==> src/rtl/radix3_pkg.sv <==
// Shared constants and FSM state type for the radix-3 butterfly stage.
package radix3_pkg;

   // sqrt(3)/2 in Q1.15, used for the imaginary rotation of bins 1 and 2.
   localparam int K         = 28378;
   localparam int COEF_W    = 16;
   localparam int COEF_FRAC = 15;

   // Output sequencer: IDLE, or which bin is currently on do_*.
   typedef enum logic [1:0] {
      IDLE = 2'd0,
      OUT0 = 2'd1,
      OUT1 = 2'd2,
      OUT2 = 2'd3
   } state_t;

endpackage

==> src/rtl/radix3_bf_stage_if.sv <==
// Sample-in / bin-out bus of the radix-3 butterfly stage.
//
// Handshake: di_en qualifies di_re/di_im for exactly one sample on each
// rising clk edge where it is high; there is no back-pressure, the stage
// always accepts. do_en qualifies do_re/do_im/do_idx/do_last for one bin on
// each rising clk edge where it is high; the consumer must take it.
interface radix3_bf_stage_if #(
   parameter int WIDTH     = 18,
   parameter int OUT_WIDTH = WIDTH + 2
);
   logic signed [WIDTH-1:0]     di_re;
   logic signed [WIDTH-1:0]     di_im;
   logic                        di_en;
   logic signed [OUT_WIDTH-1:0] do_re;
   logic signed [OUT_WIDTH-1:0] do_im;
   logic                        do_en;
   logic [1:0]                  do_idx;
   logic                        do_last;

   // Source of samples / sink of bins.
   modport master (
      output di_re, di_im, di_en,
      input  do_re, do_im, do_en, do_idx, do_last
   );

   // The butterfly stage itself.
   modport slave (
      input  di_re, di_im, di_en,
      output do_re, do_im, do_en, do_idx, do_last
   );
endinterface

==> src/rtl/radix3_core.sv <==
// Combinational 3-point DFT: (a, b, c) -> (X0, X1, X2).
// Internals run at OUT_WIDTH+1 bits; results are truncated to OUT_WIDTH,
// which cannot overflow for full-scale WIDTH-bit inputs.
module radix3_core
   import radix3_pkg::*;
#(
   parameter int WIDTH     = 18,
   parameter int OUT_WIDTH = WIDTH + 2
) (
   input  logic signed [WIDTH-1:0]     a_re,
   input  logic signed [WIDTH-1:0]     a_im,
   input  logic signed [WIDTH-1:0]     b_re,
   input  logic signed [WIDTH-1:0]     b_im,
   input  logic signed [WIDTH-1:0]     c_re,
   input  logic signed [WIDTH-1:0]     c_im,
   output logic signed [OUT_WIDTH-1:0] x0_re,
   output logic signed [OUT_WIDTH-1:0] x0_im,
   output logic signed [OUT_WIDTH-1:0] x1_re,
   output logic signed [OUT_WIDTH-1:0] x1_im,
   output logic signed [OUT_WIDTH-1:0] x2_re,
   output logic signed [OUT_WIDTH-1:0] x2_im
);

   localparam int IW = OUT_WIDTH + 1;
   localparam int PW = IW + COEF_W;
   localparam logic signed [PW-1:0] K_EXT = PW'(K);
   localparam logic signed [PW-1:0] RND   = PW'(1) <<< (COEF_FRAC - 1);

   logic signed [IW-1:0] ae_re, ae_im, be_re, be_im, ce_re, ce_im;
   logic signed [IW-1:0] s_re, s_im, d_re, d_im, h_re, h_im;
   logic signed [IW-1:0] p_re, p_im, t_re, t_im;
   logic signed [IW-1:0] y0_re, y0_im, y1_re, y1_im, y2_re, y2_im;
   logic signed [PW-1:0] dx_re, dx_im, m_re, m_im;
   logic                 unused_bits;

   // Sign extension into the internal width.
   assign ae_re = {{(IW-WIDTH){a_re[WIDTH-1]}}, a_re};
   assign ae_im = {{(IW-WIDTH){a_im[WIDTH-1]}}, a_im};
   assign be_re = {{(IW-WIDTH){b_re[WIDTH-1]}}, b_re};
   assign be_im = {{(IW-WIDTH){b_im[WIDTH-1]}}, b_im};
   assign ce_re = {{(IW-WIDTH){c_re[WIDTH-1]}}, c_re};
   assign ce_im = {{(IW-WIDTH){c_im[WIDTH-1]}}, c_im};

   // Sum/difference of b and c; h is floor(s/2).
   assign s_re = be_re + ce_re;
   assign s_im = be_im + ce_im;
   assign d_re = be_re - ce_re;
   assign d_im = be_im - ce_im;
   assign h_re = s_re >>> 1;
   assign h_im = s_im >>> 1;

   // p = round_half_up(K * d / 2^15), kept fully signed through the shift.
   assign dx_re = {{(PW-IW){d_re[IW-1]}}, d_re};
   assign dx_im = {{(PW-IW){d_im[IW-1]}}, d_im};
   assign m_re  = (dx_re * K_EXT + RND) >>> COEF_FRAC;
   assign m_im  = (dx_im * K_EXT + RND) >>> COEF_FRAC;
   assign p_re  = m_re[IW-1:0];
   assign p_im  = m_im[IW-1:0];

   // Bins: X0 = a+s, X1/X2 = (a-h) -/+ j*p.
   assign t_re  = ae_re - h_re;
   assign t_im  = ae_im - h_im;
   assign y0_re = ae_re + s_re;
   assign y0_im = ae_im + s_im;
   assign y1_re = t_re + p_im;
   assign y1_im = t_im - p_re;
   assign y2_re = t_re - p_im;
   assign y2_im = t_im + p_re;

   assign x0_re = y0_re[OUT_WIDTH-1:0];
   assign x0_im = y0_im[OUT_WIDTH-1:0];
   assign x1_re = y1_re[OUT_WIDTH-1:0];
   assign x1_im = y1_im[OUT_WIDTH-1:0];
   assign x2_re = y2_re[OUT_WIDTH-1:0];
   assign x2_im = y2_im[OUT_WIDTH-1:0];

   // Guard bits dropped by truncation are intentionally discarded.
   assign unused_bits = ^{y0_re[IW-1], y0_im[IW-1], y1_re[IW-1], y1_im[IW-1],
                          y2_re[IW-1], y2_im[IW-1],
                          m_re[PW-1:IW], m_im[PW-1:IW]};

endmodule

==> src/rtl/radix3_bf_stage.sv <==
// Serial radix-3 butterfly stage: groups the input stream into (a, b, c)
// triples and emits the three DFT bins one per cycle.
module radix3_bf_stage
   import radix3_pkg::*;
#(
   parameter int WIDTH     = 18,
   parameter int OUT_WIDTH = WIDTH + 2,
   parameter int FRAME_LEN = 9
) (
   input  logic                   clk,
   input  logic                   rst,
   radix3_bf_stage_if.slave       bus,
   output state_t                 dbg_state
);

   localparam int FRM_W = (FRAME_LEN > 1) ? $clog2(FRAME_LEN) : 1;

   logic [1:0]                  in_cnt;
   logic [FRM_W-1:0]            frm_cnt;
   logic signed [WIDTH-1:0]     a_re, a_im, b_re, b_im;
   logic signed [OUT_WIDTH-1:0] x0_re, x0_im, x1_re, x1_im, x2_re, x2_im;
   logic signed [OUT_WIDTH-1:0] r1_re, r1_im, r2_re, r2_im;
   logic                        r_last;
   logic                        grp_done;
   logic                        frm_end;
   state_t                      state;

   // c is arriving this cycle; the butterfly uses it straight off the bus.
   assign grp_done  = bus.di_en && (in_cnt == 2'd2);
   assign frm_end   = (frm_cnt == FRM_W'(FRAME_LEN - 1));
   assign dbg_state = state;

   radix3_core #(
      .WIDTH     (WIDTH),
      .OUT_WIDTH (OUT_WIDTH)
   ) u_core (
      .a_re  (a_re),
      .a_im  (a_im),
      .b_re  (b_re),
      .b_im  (b_im),
      .c_re  (bus.di_re),
      .c_im  (bus.di_im),
      .x0_re (x0_re),
      .x0_im (x0_im),
      .x1_re (x1_re),
      .x1_im (x1_im),
      .x2_re (x2_re),
      .x2_im (x2_im)
   );

   // Input side: store a and b, advance group and frame counters on each sample.
   always_ff @(posedge clk) begin
      if (rst) begin
         in_cnt  <= '0;
         frm_cnt <= '0;
         a_re    <= '0;
         a_im    <= '0;
         b_re    <= '0;
         b_im    <= '0;
      end else if (bus.di_en) begin
         case (in_cnt)
            2'd0: begin
               a_re <= bus.di_re;
               a_im <= bus.di_im;
            end
            2'd1: begin
               b_re <= bus.di_re;
               b_im <= bus.di_im;
            end
            default: ;
         endcase
         in_cnt  <= grp_done ? 2'd0 : in_cnt + 2'd1;
         frm_cnt <= frm_end ? '0 : frm_cnt + FRM_W'(1);
      end
   end

   // Result buffer: X1, X2 and the end-of-frame flag captured at group completion.
   always_ff @(posedge clk) begin
      if (rst) begin
         r1_re  <= '0;
         r1_im  <= '0;
         r2_re  <= '0;
         r2_im  <= '0;
         r_last <= 1'b0;
      end else if (grp_done) begin
         r1_re  <= x1_re;
         r1_im  <= x1_im;
         r2_re  <= x2_re;
         r2_im  <= x2_im;
         r_last <= frm_end;
      end
   end

   // Output sequencer: state names the bin currently presented on do_*.
   always_ff @(posedge clk) begin
      if (rst) begin
         state       <= IDLE;
         bus.do_re   <= '0;
         bus.do_im   <= '0;
         bus.do_en   <= 1'b0;
         bus.do_idx  <= 2'd0;
         bus.do_last <= 1'b0;
      end else begin
         case (state)
            OUT0: begin
               state       <= OUT1;
               bus.do_re   <= r1_re;
               bus.do_im   <= r1_im;
               bus.do_en   <= 1'b1;
               bus.do_idx  <= 2'd1;
               bus.do_last <= 1'b0;
            end
            OUT1: begin
               state       <= OUT2;
               bus.do_re   <= r2_re;
               bus.do_im   <= r2_im;
               bus.do_en   <= 1'b1;
               bus.do_idx  <= 2'd2;
               bus.do_last <= r_last;
            end
            default: begin
               // IDLE and OUT2: start the next group back-to-back if one just completed.
               if (grp_done) begin
                  state       <= OUT0;
                  bus.do_re   <= x0_re;
                  bus.do_im   <= x0_im;
                  bus.do_en   <= 1'b1;
                  bus.do_idx  <= 2'd0;
                  bus.do_last <= 1'b0;
               end else begin
                  state       <= IDLE;
                  bus.do_re   <= '0;
                  bus.do_im   <= '0;
                  bus.do_en   <= 1'b0;
                  bus.do_idx  <= 2'd0;
                  bus.do_last <= 1'b0;
               end
            end
         endcase
      end
   end

endmodule
==> src/flat_wrapper.sv <==
// flat-port wrapper written by rule: the top's interface ports become plain ports
module radix3_bf_stage_flat import radix3_pkg::*;
#(
   parameter int WIDTH     = 18,
   parameter int OUT_WIDTH = WIDTH + 2,
   parameter int FRAME_LEN = 9
)
  (clk, rst, dbg_state, bus_di_re, bus_di_im, bus_di_en, bus_do_re, bus_do_im, bus_do_en, bus_do_idx, bus_do_last);
  radix3_bf_stage_if #(.WIDTH(WIDTH), .OUT_WIDTH(OUT_WIDTH)) bus_i ();
  input  logic clk;
  input  logic rst;
  output state_t dbg_state;
  input wire logic [$bits(bus_i.di_re)-1:0] bus_di_re;
  input wire logic [$bits(bus_i.di_im)-1:0] bus_di_im;
  input wire logic [$bits(bus_i.di_en)-1:0] bus_di_en;
  output wire logic [$bits(bus_i.do_re)-1:0] bus_do_re;
  output wire logic [$bits(bus_i.do_im)-1:0] bus_do_im;
  output wire logic [$bits(bus_i.do_en)-1:0] bus_do_en;
  output wire logic [$bits(bus_i.do_idx)-1:0] bus_do_idx;
  output wire logic [$bits(bus_i.do_last)-1:0] bus_do_last;
  assign bus_i.di_re = bus_di_re;
  assign bus_i.di_im = bus_di_im;
  assign bus_i.di_en = bus_di_en;
  assign bus_do_re = bus_i.do_re;
  assign bus_do_im = bus_i.do_im;
  assign bus_do_en = bus_i.do_en;
  assign bus_do_idx = bus_i.do_idx;
  assign bus_do_last = bus_i.do_last;
  radix3_bf_stage #(.WIDTH(WIDTH), .OUT_WIDTH(OUT_WIDTH), .FRAME_LEN(FRAME_LEN)) u_core (.clk(clk), .rst(rst), .bus(bus_i), .dbg_state(dbg_state));
endmodule
==> config.mk <==
export PLATFORM = sky130hd
export DESIGN_NAME = radix3_bf_stage_flat
export DESIGN_NICKNAME = d
export VERILOG_FILES = /design/src/rtl/radix3_pkg.sv /design/src/rtl/radix3_bf_stage_if.sv /design/src/rtl/radix3_core.sv /design/src/rtl/radix3_bf_stage.sv /design/src/flat_wrapper.sv
export SDC_FILE = /design/constraint.sdc
export NUM_CORES = 2
export LEC_CHECK = 0
export BUFFER_PORTS_ARGS = -buffer_cell sky130_fd_sc_hd__buf_2
export CORE_UTILIZATION = 56
export CTS_CLUSTER_SIZE = 20
export DETAILED_ROUTE_END_ITERATION = 8
export PLACE_DENSITY = 0.73
export SYNTH_ARGS = -nofsm -noshare
export SYNTH_HDL_FRONTEND = slang
export SYNTH_SLANG_ARGS = --single-unit
==> constraint.sdc <==
create_clock -name clk -period 16.95 [get_ports clk]
set_clock_uncertainty 0.15 [all_clocks]
set_input_delay 4.2375 -clock clk [delete_from_list [all_inputs] [get_ports clk]]
set_output_delay 4.2375 -clock clk [all_outputs]
set_load 0.01 [all_outputs]
---- After elaboration in Yosys (flattened, before gate mapping) ----
Index checks and enable logic that the tools add are counted.
operators by class
  bitwise operators ....................... 1
  div/mod/pow operators ................... 0
  $lt $le $gt $ge ......................... 0
  multiplexer cells ....................... 11
  $mul .................................... 2
  equal/unequal tests ..................... 5
  add/sub/neg operators ................... 16
  shift-type cells ........................ 0
  reduce and logical (&&, ||, !) cells .... 6
operators with widths
  cell                    count
  $pmux 20 s2             2
  $sub 18x18->19          4
  $add 35x16->35 const B  2
  $mul 19x15->34 const B  2
  $add 18x19->20          2
  $add 20x20->20          2
  $mux 20                 2
  $sub 20x20->20          2
  $add 18x18->19          2
  $pmux 2 s2              2
  $add 4x1->4 const B     1
  $eq 2x1->1 const B      2
  $eq 2x2->1 const B      2
  $eq 4x4->1 const B      1
  $mux 4                  1
  $reduce_and 2->1        2
  $reduce_or 2->1         2
  $mux 1                  3
  $add 2x1->2 const B     1
  $logic_not 2->1         1
  $mux 2                  1
  $logic_and 1x1->1       1
  $not 1->1               1
storage, ports and cells
  register bits after elaboration ......... 205
  memories kept ........................... 0
  output and inout port bits .............. 46
  RAM bits ................................ 0
  input bits .............................. 39
  latch bits .............................. 0
  word-level logic and storage cells ...... 58
  memory bits (read-only) ................. 0

---- Logic depth before layout (Yosys ltp) ----
  depth after elaboration ................. 4
  mapped depth ............................ 50

---- Cells and area by module ----
Synthesis repeated with hierarchy kept, for this count alone.
unflattened totals
  cell total of the unflattened synthesis .. 3,726
  area, all modules ....................... 30,763.3 µm²
modules (own cells, without submodules)
  module           area an instance (µm²)  sequential area each (µm²)  instances  cells each
  radix3_core      23,376.2                0.0                         1          2,898
  radix3_bf_stage  7,387.1                 4,103.9                     1          828

---- Worst setup path before layout ----
Ideal clock, no wire load.
  kind .................................... input port to flip-flop
  from .................................... input bus_di_im[14]
  to ...................................... register u_core.r2_re[19]
  path buffers ............................ 2
  slack ................................... 2,071 ps
  cell stages on the path ................. 41
  arrival ................................. 14,638 ps
  data required time ...................... 16,709 ps
  cell sequence ........................... inv_1 -> ha_1 -> clkbuf_1 -> nand3_1 -> or4_1 -> o21ai_0 -> a211oi_1 -> nor2_1 -> inv_1 -> ha_1 -> inv_1 -> fa_1 -> inv_1 -> fa_1 -> fa_1 -> fa_1 -> inv_1 -> fa_1 -> [... 5 more ...] -> o21ai_2 -> a2111oi_2 -> nor3_1 -> or2_4 -> a211oi_1 -> xor2_1 -> nor2_1 -> xnor2_1 -> ha_1 -> buf_1 -> nor3_1 -> a221oi_1 -> a21oi_1 -> a221o_1 -> a21oi_1 -> o21bai_1 -> a21o_1 -> a311oi_1
on the way
  longest elaborated chain between the ends .. 4
ends and longest elaborated chain
  element               line                   source
  from (decl)           flat_wrapper.sv:14     input wire logic [$bits(bus_i.di_im)-1:0] bus_di_im;
  $sub 18x18->19        radix3_core.sv:48      assign d_im = be_im - ce_im;
  $mul 19x15->34        radix3_core.sv:56      assign m_im = (dx_im * K_EXT + RND) >>> COEF_FRAC;
  $add 35x16->35        radix3_core.sv:56
  $sub 20x20->20        radix3_core.sv:67      assign y2_re = t_re - p_im;
  to (signal assigned)  radix3_bf_stage.sv:88  r2_re <= x2_re;
  to (decl)             radix3_bf_stage.sv:22  logic signed [OUT_WIDTH-1:0] r1_re, r1_im, r2_re, r2_im;
Every way passes these cells.
A chain may end at the register's enable or synchronous reset.

---- Worst setup path in the final report ----
  from .................................... input bus_di_im[1]
  to ...................................... register u_core.r1_re[19]
on the way
  longest elaborated chain between the ends .. 4
ends and longest elaborated chain
  element               line                   source
  $sub 18x18->19        radix3_core.sv:48
  $mul 19x15->34        radix3_core.sv:56
  $add 35x16->35        radix3_core.sv:56
  $add 20x20->20        radix3_core.sv:65      assign y1_re = t_re + p_im;
  to (signal assigned)  radix3_bf_stage.sv:86  r1_re <= x1_re;
  to (decl)             radix3_bf_stage.sv:22
Every way passes these cells.

==> results <==
- The run finished, with violations left.
- The final reports fail on design-rule violations.
- The count of filler cells inserted in the layout is 4,812.
- In this run the post-CTS setup repair buffer count came out at 0.
- The number of hold-slack violations in the final timing report is 0.
- The floorplan core area is between 50,000 and 60,000 sq um.
- The number of buffers on the longest clock path is 3.
- The clock transition at the registers of the reported paths is 0.06 ns.
- In the synthesized netlist the async set-or-reset flop fraction comes to 0%.
- Measured along the x axis, the die boundary spans around 230 um.
- The smallest hold slack is about 0.3 ns.
- In this run the worst hold path is classified as reg2reg.
- The number of antenna violations at the first check in global routing came to 1.
- The worst setup path is launched from an input port.
- The post-synthesis cell type with the largest combined area is sky130_fd_sc_hd__fa_1.
- The wire length of the first global-routing pass is 128,000 um.
- The net count of the finished layout is 4,462.
- After detailed routing, the average wire length per cell comes to approximately 19 um.
- The Yosys step of the flow raised 0 warnings.
- Setup total negative slack on the finished layout was measured at 0 ns.
- The post-DP HPWL is between 60,000 and 70,000 um.
- The post-route netlist has 5.07% of its cells at a drive strength greater than 1.
- Of all nets on the critical path, the largest fanout is 8.
- The count of state elements after synthesis is 203.
- The final layout contains routed wiring with a total length of 81,500 um.
- The largest single stage delay on the critical path is 0.60 ns.
- The die height is 234 um.
- The count of nets left with antenna violations after detail routing is 0.
- The tightest slew margin relative to the limit is 32.5%.
- The dominant cell by count in the synthesized netlist is sky130_fd_sc_hd__inv_1.
- Global routing finished with a remaining overflow of 0.
- The max-cap violation count is 0.
- The minimum clock period is roughly 16 ns.
- Summing all multi-input logic gate instances after layout gives about 23,000 sq um.
- The number of clock sinks is 203.
- The count of flip-flops with a built-in enable after synthesis is 0.
- In the finished design, the share of the clock period the worst path needs comes to 91.9%.
- The area of the mapped netlist is 30,000 sq um.
- For the pin with the worst max-slew slack, the measured transition is 1.01 ns.
- Entering global routing, the biggest net connects 65 pins.
- The routability congestion estimate from global placement is 0.978.
- Once the clock tree was built, the resizer swapped 0 gates to a different size.
- The number of placed I/O pins is between 80 and 90.
- For the worst setup path, the data required time is 17.30 ns.
- The detailed router's first-iteration violation count is between 2k and 2.5k.
- The most repeated library cell on the critical path is sky130_fd_sc_hd__o21ai_0.
- For this run, global-route usage on met2 was measured as 47.5%.
- After detailed routing, the number of vias per cell comes to roughly 5.6.
- The critical path starts at bus_di_im[1].
- The number of global-route vias before repair is about 24k.
- The worst setup path is captured at a flop.
- The later pin in the worst-skew pair is clocked with a latency of 0.57 ns.
- By count the netlist is led by sky130_fd_sc_hd__inv_1 (714), sky130_fd_sc_hd__ha_1 (445), sky130_fd_sc_hd__nand2_1 (313).
- Registers take 4060 sq um.
- Summing over every cut layer, the via total after detailed routing is 24.7k.
- The maximum level of the CTS H-tree is 1.
- The worst endpoint data arrival time is 15.93 ns.
- The total count of max-transition violations in the final report was 0.
- The library cell contributing the largest single delay on the critical path is sky130_fd_sc_hd__or4b_2.
- The area of the die is 54,500 sq um.
- The cell count after synthesis is roughly 3.7k.
- For this configuration, the core starts out at a cell density of 56.9%.
- Of the post-synthesis cell area, the dominant cell type holds 19.5%.
- The startpoint of the most critical hold path is u_core.r2_im[7]$_SDFFE_PP0P_.
- The area growth from synthesis to layout is 6.26%.
- Summing the sequential cell areas from Yosys gives 13.5% of the chip area.
- Setup violations remaining at the end of the flow were counted as 0.
- The worst register-to-register path begins at u_core.b_im[1]$_SDFFE_PP0P_.
- The number of core rows is 84.
- Counting instances, the worst hold path has a depth of 2.
- The met3 track demand over resource in global routing is roughly 5.6%.
- The port buffer count is between 80 and 90.
- The number of clock buffers added by TritonCTS is 26.
- The hold buffer count at cts is 0.
- The most used flip-flop cell after synthesis is sky130_fd_sc_hd__dfxtp_1.
- For this run, global-route usage on met1 was measured as roughly 42%.
- In the global route stage, overall resource usage came out at a little under a third.
- In the routed design, unresolved DRC markers number 16.
- When the netlist entered floorplanning its net count stood at 4,447.
- The mean instance size in the synthesized netlist is 8.18 sq um.
- The TritonCTS clock tree is done.
- By area the synthesized netlist is led by sky130_fd_sc_hd__fa_1 (19%), sky130_fd_sc_hd__ha_1 (19%), sky130_fd_sc_hd__dfxtp_1 (14%).
- The library cell used as clock root buffer is sky130_fd_sc_hd__clkbuf_16.
- Setup repair after global routing left no endpoint under its margin.
- Counting cells, the worst reg-to-reg path comes to 43.
- Before antenna repair, the detailed router went through 7 iterations.
- The upper clock frequency limit is approximately 64 MHz.
- The netlist uses 88 different library cells.
- By startpoint and endpoint, the worst setup path is classified as in2reg.
- The layer carrying the most global-route usage is met2.
per-stage QoR:
stage	worst slack [ns]	util, %	cell area (sq um)	std cells
after floorplan	2.07	-	30000	3671
after global placement	1.25	58.7	31000	4346
after detailed placement	0.969	58.7	31000	4346
after CTS	1.49	60.5	31900	4393
after global routing	0.415	60.5	31900	4394
final	1.37	60.5	31900	4394
layout make-up:
class / instances / area share, %
Inverter: 716 / 8.43
Tap cell: 688 / 2.70
Clock inverter: 17 / 0.781
Sequential cell: 203 / 12.7
Multi-Input combinational cell: 2643 / 71.5
Antenna cell: 1 / 0.00784
Clock buffer: 30 / 2.18
Timing Repair Buffer: 96 / 1.62
cells by family after synthesis:
| group | after synthesis | share of synthesized area (%) |
|---|---|---|
| and+or+nand+nor | 835 | 12.8 |
| DFF | 203 | 13.5 |
| buffers and inverters | 825 | 10.5 |
| muxes | 13 | 0.463 |
| adders and majority gates | 737 | 38.0 |
| AOI/OAI and AO/OA | 785 | 16.7 |
| xor gates and xnor gates | 273 | 8.04 |
metal layers:
| metal | vias up | part of all wire (%) |
|---|---|---|
| li1 | 12100 | - |
| met1 | 11800 | 45 |
| met2 | 746 | 44 |
| met3 | 126 | 8.1 |
| met4 | 0 | 3.4 |
| met5 | - | 0 |
cell usage in the layout (no fill, tap or decap), types with 13 or more instances in the layout:
| cell type | Yosys | layout |
|---|---|---|
| sky130_fd_sc_hd__and3_1 | 13 | 13 |
| sky130_fd_sc_hd__o22ai_1 | 31 | 31 |
| sky130_fd_sc_hd__fa_1 | 292 | 292 |
| sky130_fd_sc_hd__nand3_1 | 48 | 48 |
| sky130_fd_sc_hd__a31oi_1 | 19 | 19 |
| sky130_fd_sc_hd__nor2_1 | 218 | 216 |
| sky130_fd_sc_hd__buf_2 | 1 | 83 |
| sky130_fd_sc_hd__o211ai_1 | 17 | 17 |
| sky130_fd_sc_hd__nand4_1 | 16 | 16 |
| sky130_fd_sc_hd__nand2b_1 | 36 | 36 |
| sky130_fd_sc_hd__a21boi_0 | 18 | 18 |
| sky130_fd_sc_hd__or3_1 | 13 | 13 |
| sky130_fd_sc_hd__a22oi_1 | 41 | 41 |
| sky130_fd_sc_hd__xnor2_1 | 176 | 176 |
| sky130_fd_sc_hd__o21ai_0 | 112 | 112 |
| sky130_fd_sc_hd__o21bai_1 | 40 | 40 |
| sky130_fd_sc_hd__o21a_1 | 32 | 32 |
| sky130_fd_sc_hd__ha_1 | 445 | 445 |
| sky130_fd_sc_hd__dfxtp_1 | 203 | 203 |
| sky130_fd_sc_hd__a21oi_1 | 286 | 286 |
| sky130_fd_sc_hd__inv_1 | 714 | 714 |
| sky130_fd_sc_hd__xor2_1 | 95 | 95 |
| sky130_fd_sc_hd__a211oi_1 | 49 | 49 |
| sky130_fd_sc_hd__clkbuf_16 | 0 | 26 |
| sky130_fd_sc_hd__a21o_1 | 39 | 39 |
| sky130_fd_sc_hd__nand2_1 | 313 | 313 |
| sky130_fd_sc_hd__nor3_1 | 74 | 74 |
| sky130_fd_sc_hd__o31ai_1 | 17 | 17 |
| sky130_fd_sc_hd__nor2b_1 | 36 | 36 |
state kept, by name (all words and copies together), names as in the netlist:
| register | cells |
|---|---|
| u_core.bus.do_im | 20 |
| u_core.bus.do_re | 20 |
| u_core.r2_im | 20 |
| u_core.r2_re | 20 |
| u_core.r1_im | 19 |
| u_core.r1_re | 19 |
| u_core.a_im | 18 |
| u_core.a_re | 18 |
| u_core.b_im | 18 |
| u_core.b_re | 18 |
| u_core.frm_cnt | 4 |
| u_core.bus.do_idx | 2 |
| u_core.dbg_state | 2 |
| u_core.in_cnt | 2 |
| u_core.bus.do_en | 1 |
| u_core.bus.do_last | 1 |
| u_core.r_last | 1 |
final timing paths:
path	endpoint	slack (ns)
setup / recovery	u_core.r1_re[19]$_SDFFE_PP0P_	1.37
hold / removal	u_core.r2_im[7]$_SDFFE_PP0P_	0.30
setup reg to reg	u_core.r1_re[19]$_SDFFE_PP0P_	4.87
hold reg to reg	u_core.r2_im[7]$_SDFFE_PP0P_	0.30
worst max-delay path, delay by kind of cell:
kind                     cells  cell delay (ns)
buffers and inverters        4             0.34
AND/OR/NAND/NOR             10             2.38
XOR/XNOR                     1             0.28
AO/OA/AOI/OAI               21             4.67
adder cells (fa/ha/maj)      9             4.00
Power is not shown: default switching activity piles up to over one toggle a cycle in this logic, so the estimate is an artifact.
